<file path="src/rtl/adder_seq_ctrl.sv">
// adder_seq_ctrl: multi-word sequential adder that computes
// {cout, y} = a + b + cin over N*W bits using one shared N-bit adder,
// processing one N-bit word per clock, least-significant word first.
//
// Ports:
//   clk        single clock, all state updates on its rising edge
//   reset      synchronous active-high reset
//   in_valid   request present on a, b, cin (accepted only while in_ready)
//   in_ready   high in IDLE, block can take a request
//   a, b       N*W-bit unsigned operands
//   cin        carry into the least-significant word
//   out_valid  high in DONE, y and cout hold the finished result
//   out_ready  consumer takes the result (only meaningful in DONE)
//   y          registered N*W-bit sum
//   cout       registered carry out of the most-significant word
//   busy       high while words are being added (RUN)

// adder_N: plain N-bit adder with carry in and carry out.
module adder_N #(
    parameter int N = 8
) (
    output logic [N-1:0] sum,
    output logic         cout,
    input  logic [N-1:0] a,
    input  logic [N-1:0] b,
    input  logic         cin
);

    assign {cout, sum} = {1'b0, a} + {1'b0, b} + {{N{1'b0}}, cin};

endmodule

module adder_seq_ctrl #(
    parameter int N = 8,
    parameter int W = 2
) (
    input  logic           clk,
    input  logic           reset,
    input  logic           in_valid,
    output logic           in_ready,
    input  logic [N*W-1:0] a,
    input  logic [N*W-1:0] b,
    input  logic           cin,
    output logic           out_valid,
    input  logic           out_ready,
    output logic [N*W-1:0] y,
    output logic           cout,
    output logic           busy
);

    // Word counter is at least one bit wide so W=1 still has a legal index.
    localparam int KW = (W > 1) ? $clog2(W) : 1;
    localparam logic [KW-1:0] K_LAST = KW'(W - 1);

    typedef enum logic [1:0] {
        IDLE = 2'd0,
        RUN  = 2'd1,
        DONE = 2'd2
    } state_t;

    state_t state;
    state_t state_next;

    logic [KW-1:0]  k;
    logic           carry;
    logic [N*W-1:0] a_reg;
    logic [N*W-1:0] b_reg;

    logic [N-1:0]   a_word;
    logic [N-1:0]   b_word;
    logic [N-1:0]   sum_word;
    logic           carry_word;

    logic           accept;
    logic           last_word;

    assign accept    = (state == IDLE) && in_valid;
    assign last_word = (state == RUN) && (k == K_LAST);

    // State register.
    always_ff @(posedge clk) begin
        if (reset) begin
            state <= IDLE;
        end else begin
            state <= state_next;
        end
    end

    // Next-state logic.
    always_comb begin
        state_next = state;
        case (state)
            IDLE:    if (in_valid)  state_next = RUN;
            RUN:     if (last_word) state_next = DONE;
            DONE:    if (out_ready) state_next = IDLE;
            default:                state_next = IDLE;
        endcase
    end

    // Handshake and status outputs decode straight from the state.
    always_comb begin
        in_ready  = (state == IDLE);
        busy      = (state == RUN);
        out_valid = (state == DONE);
    end

    // Word select for the shared adder: a one-hot compare on k rather than
    // a variable shift, so k can only ever pick one of the W real words.
    always_comb begin
        a_word = '0;
        b_word = '0;
        for (int i = 0; i < W; i++) begin
            if (k == KW'(i)) begin
                a_word = a_reg[i*N +: N];
                b_word = b_reg[i*N +: N];
            end
        end
    end

    adder_N #(.N(N)) u_adder (
        .sum  (sum_word),
        .cout (carry_word),
        .a    (a_word),
        .b    (b_word),
        .cin  (carry)
    );

    // Datapath: operands are frozen on accept so later changes on a/b/cin
    // cannot leak into a running operation. Each RUN cycle writes one word
    // of y and ripples the carry into the next cycle. k returns to 0 after
    // the last word so it never points past W-1.
    always_ff @(posedge clk) begin
        if (reset) begin
            k     <= '0;
            carry <= 1'b0;
            a_reg <= '0;
            b_reg <= '0;
            y     <= '0;
            cout  <= 1'b0;
        end else if (accept) begin
            a_reg <= a;
            b_reg <= b;
            carry <= cin;
            k     <= '0;
        end else if (state == RUN) begin
            for (int i = 0; i < W; i++) begin
                if (k == KW'(i)) begin
                    y[i*N +: N] <= sum_word;
                end
            end
            carry <= carry_word;
            if (last_word) begin
                k    <= '0;
                cout <= carry_word;
            end else begin
                k    <= k + 1'b1;
            end
        end
    end

endmodule

</file>
<file path="config.mk">
export PLATFORM = sky130hd
export DESIGN_NAME = adder_seq_ctrl
export DESIGN_NICKNAME = d
export VERILOG_FILES = /design/src/rtl/adder_seq_ctrl.sv
export SDC_FILE = /design/constraint.sdc
export NUM_CORES = 1
export LEC_CHECK = 0
export CAP_MARGIN = 5
export CORE_MARGIN = 5
export CORE_UTILIZATION = 44
export CTS_CLUSTER_SIZE = 30
export DETAILED_ROUTE_END_ITERATION = 16
export PLACE_DENSITY = 0.75
export SETUP_SLACK_MARGIN = 0.1
export SYNTH_ARGS = -nofsm -noshare
export SYNTH_HDL_FRONTEND = slang
export SYNTH_SLANG_ARGS = --single-unit
</file>
<file path="constraint.sdc">
create_clock -name clk -period 2.7 [get_ports clk]
set_input_delay 0.405 -clock clk [delete_from_list [all_inputs] [get_ports clk]]
set_output_delay 0.405 -clock clk [all_outputs]
set_load 0.01 [all_outputs]
</file>
# ---- Word level (Yosys, flattened, before mapping)
# Cells that the tools add are included.
dict set report word_totals {
  regBits 53
  latch_bits 0
  ramBits 0
  rom_bits 0
  inputBits 37
  output_inout_bits 20
  word_cells 36
  mem_count 0
}
dict set report classes {
  addsub 3
  multipliers 0
  div 0
  magnitude_cmp 0
  n_eq_ne 5
  shifts 0
  muxes 9
  bitwise 2
  reduce_logical 9
}
# op count
set op_table {}
lappend op_table {{2-to-1 mux 8 bit} 2}
lappend op_table {{AND reduction 3 bit} 4}
lappend op_table {{adder 8 x 8 -> 9 bit} 1}
lappend op_table {{adder 9 x 1 -> 9 bit} 1}
lappend op_table {{2-to-1 mux 2 bit} 3}
lappend op_table {{one-hot mux 2 bit (3 select lines)} 1}
lappend op_table {{inequality test 2 x 1 -> 1 bit, second input constant} 2}
lappend op_table {{2-to-1 mux 1 bit} 3}
lappend op_table {{== test 2 x 1 -> 1 bit, second input constant} 1}
lappend op_table {{== test 2 bit, second input constant} 1}
lappend op_table {{logical AND 1 bit} 2}
lappend op_table {{zero test 2 bit} 1}
lappend op_table {{inequality test 2 bit, second input constant} 1}
lappend op_table {{inverter 1 bit} 2}
lappend op_table {{nonzero test 2 bit} 1}
lappend op_table {{OR reduction 2 bit} 1}
lappend op_table {{adder 1 bit, second input constant} 1}

# ---- Longest topological paths before layout
dict set report logic_depth {
  ltp_word 5
  ltp_mapped 8
  mapped_depth_nobuf 7
}

# ---- Hierarchy
# A second synthesis with hierarchy kept.
dict set report hier_totals {
  hier_cells 282
  hier_area_um2 2411.1
}
# module n_inst cells_per_inst area_per_inst_um2 seq_area_each_um2
set by_module_without_submodules {}
lappend by_module_without_submodules {adder_seq_ctrl 1 242 2079.5 1061.0}
lappend by_module_without_submodules {adder_N 1 40 331.6 0.0}

# ---- Worst setup path before layout
# Ideal clock, no wire load.
dict set report synth_path {
  kind {flip-flop to flip-flop}
  startpoint {reg k}
  endpoint {reg carry}
  setup_time_ns 0.149
  arrival_time_ns 2.489
  t_required_ns 2.551
  path_slack_ns 0.063
  path_stages_with_launch 9
  n_path_buf 1
  period_less_slack_ns 2.637
  path_cell_list {dfxtp_1 buf_2 mux2_2 fa_1 fa_1 a21o_1 a221o_1 a31oi_1 a221oi_1}
}
dict set report synth_via {
  elab_chain_cells 5
  elab_cells_between_ends 6
  cone_classes {add/sub (2); mux (4)}
}
# element line
set synth_rtl {}
lappend synth_rtl {{start: declaration} 64} ;# logic [KW-1:0] k;
lappend synth_rtl {{start signal: assignment} 156} ;# k <= k + 1'b1;
lappend synth_rtl {{2-to-1 mux 8 bit} 113} ;# if (k == KW'(i)) begin
lappend synth_rtl {{adder 8 x 8 -> 9 bit (*)} 29} ;# assign {cout, sum} = {1'b0, a} + {1'b0, b} + {{N{1'b0}}, cin};
lappend synth_rtl {{adder 9 x 1 -> 9 bit (*)} 29}
lappend synth_rtl {{2-to-1 mux 1 bit (*)} 145} ;# end else if (state == RUN) begin
lappend synth_rtl {{2-to-1 mux 1 bit (*)} 140} ;# end else if (accept) begin
lappend synth_rtl {{end signal: assignment} 143} ;# carry <= cin;
lappend synth_rtl {{end signal: assignment} 151} ;# carry <= carry_word;
lappend synth_rtl {{end: declaration} 65} ;# logic carry;
# Every way passes the cells marked *; elsewhere a longest branch is shown, timed or not. The select of a mux whose other input is x is not followed.
# A chain may end at the register's enable or synchronous reset.

# ---- Worst setup path in the final report
# Same ends and word-level chain as after synthesis.

==> results.ini <==
[outcome]
status=finished, final reports clean

[synth]
ys.flop_type=dfxtp_1
synth_cell_types=38
yosys_warnings=0
synth_nets=328
synth_top_area_share_pct=44.28
ys_async_sr_fraction_pct=0
synthTopCellsByArea=dfxtp_1, nand2_1, a21oi_1
synth_area_per_cell_um2=8.497
ys_seq_area_share_pct=44.28
ys_ff_latch=53
syn_inst=282
synth-edff-count=0
synth_top_area_cell=dfxtp_1
netlist_area_um2=2396

[critical_path]
worst_ep_arrival_time_ns=2.66
worstSetupEndpointType=flip-flop
r2r_slack_ns=0.17
worstSetupPathType=reg2reg
start_kind=flip-flop
ff2ff_path_depth=7
critPathLaunch=k
required_ns=2.83
critPathMaxFanout=4
worstReg2RegStart=k
r2r_end=carry

[power_and_ir_drop]
vdd_drop_max_mv=0.2940
power_density_nw_per_um2=549.4
p_leak_nw=1.210

[cells_and_area]
most-common-layout-cells=nand2_1, clkdlybuf4s50_1, dfxtp_1
drive_above_1_share_pct=10.54
areaGrowthSynthToFinish_pct=30.70
postLayoutCoreUtil_pct=60.17
stdcell_area_um2=3132
final_common_cell=nand2_1
diodes=0
fillers=474
seq_area_um2=1062
multi_input_area_um2=1265
nets=377

[hold_path]
holdPathEnd=y[3]
min_path_type=reg2reg
min_path_cells=2
hp-start=y[3]

[global_routing]
grt_max_degree=64
first_global_vias=1964
grt.total_usage_pct=15.37
grt-ovfl-total=0
grt_first_pass_wirelength_um=8838
antenna_found_initial=0

[clocking]
htree_num_levels=2
cts_tree=done
clockRootBuffer=clkbuf_8
cts_made_buffers=5
clkSinkCount=53
clkSlewWorstSetupHoldPaths_ns=0.09
clkLatencyLatePin_ns=0.30
clk_path_buf_depth=2
cts_hold_buf=0

[sta]
fin_crit_sh_pct=93.68
hold_viol_final=0
whs_ns=0.4561
max_freq_mhz=395.4
finalMaxSlewViolations=0
worstMarginPinSlew_ns=1.032
finalSetupViolCount=0
skew_ns=0.004555
post-route-min-period_ns=2.529
rsz0062_at_grt=yes
final.setup.tns_ns=0
relSlewSlack_pct=31.18

[floorplan]
core-area_um2=5205
chipWidth_um=83.80
initial_core_util_pct=46.03
pin_count=57
die_h_um=83.80
num_rows=26
dieArea_um2=7022

[routing]
route.detailed.drc=0
drt_iter0_markers=118
vias=2057
drt_wl_total_um=5319
viasPerCell=5.117
routedWlPerCell_um=13.23
antenna_left=0
dr.pass1.iters=4

[flow_run]
maxCapViolCount=0

[placement]
gp_congestion=0.8263
dp_hpwl_um=3930
portBuffers=56
postPlaceCellArea_um2=3003

power by group:
| part | total (mW) | switching [mW] | internal, mW |
|---|---|---|---|
| sequential | 0.853 | 0.0248 | 0.828 |
| clock | 0.540 | 0.237 | 0.302 |
| combinational | 0.328 | 0.163 | 0.164 |
| total | 1.72 | 0.426 | 1.30 |
worst max path at each step:
stage,cells after the start,end
global route,7,carry
detailed placement,7,carry
global placement,7,carry
CTS,7,carry
finish,7,carry
floorplan,8,carry
metrics by stage:
| stage | setup slack [ns] | instances | power, mW |
|---|---|---|---|
| floorplan | 0.1047 | 282 | 1.064 |
| global placement | 0.1043 | 394 | 1.188 |
| detailed placement | 0.03634 | 394 | 1.195 |
| CTS | 0.1517 | 402 | 1.736 |
| global route | 0.06035 | 402 | 1.806 |
| finish | 0.1706 | 402 | 1.721 |
cells by family after synthesis:
kind of cell | after synthesis | synth area share (%)
AOI/OAI and AO/OA | 65 | 15.61
xor gates and xnor gates | 4 | 1.462
adders and majority gates | 9 | 5.326
buffers and inverters | 20 | 3.394
DFF | 53 | 44.28
muxes | 18 | 8.355
and+or+nand+nor | 113 | 21.57
cell usage after synthesis (3+ instances only):
library cell / instances
nand2b_1: 3
nand3_1: 3
a21o_1: 4
ha_1: 7
dfxtp_1: 53
o21ai_0: 5
buf_2: 5
a21oi_1: 43
mux2_2: 16
nand3b_1: 9
xnor2_1: 3
nand2_1: 73
clkbuf_1: 14
nor3_1: 5
o31ai_1: 4
nor2_1: 7
metal layers:
| metal | part of all wire (%) | track usage [%] | vias to the layer above |
|---|---|---|---|
| met5 | 0 | 0 | - |
| met4 | 1.5 | 4.825 | 0 |
| met2 | 48 | 26.32 | 53 |
| li1 | - | - | 1066 |
| met3 | 5.1 | 3.258 | 11 |
| met1 | 46 | 19.24 | 927 |
cell type report:
type,instances,area share (%)
Timing Repair Buffer,62,19.18
Clock buffer,7,2.757
Tap cell,70,2.797
Sequential cell,53,33.92
Clock inverter,1,0.9589
Multi-Input combinational cell,209,40.39
timing repair:
| action | CTS | global route |
|---|---|---|
| buffers inserted | 0 | 0 |
| pin swaps | 1 | 1 |
| gates cloned | 0 | 0 |
| endpoints found under the setup margin | 4 | 4 |
| gates resized for setup | 2 | 3 |
| endpoints found under the hold margin | 0 | 0 |
critical path, stage by stage, from the launching register on:
cell      delay [ns]
dfxtp_2         0.37
mux2_2          0.35
fa_2            0.37
fa_2            0.36
a21o_1          0.22
a221o_1         0.36
a31oi_2         0.21
a221oi_1        0.11
Power figures use the tool's default switching activity.
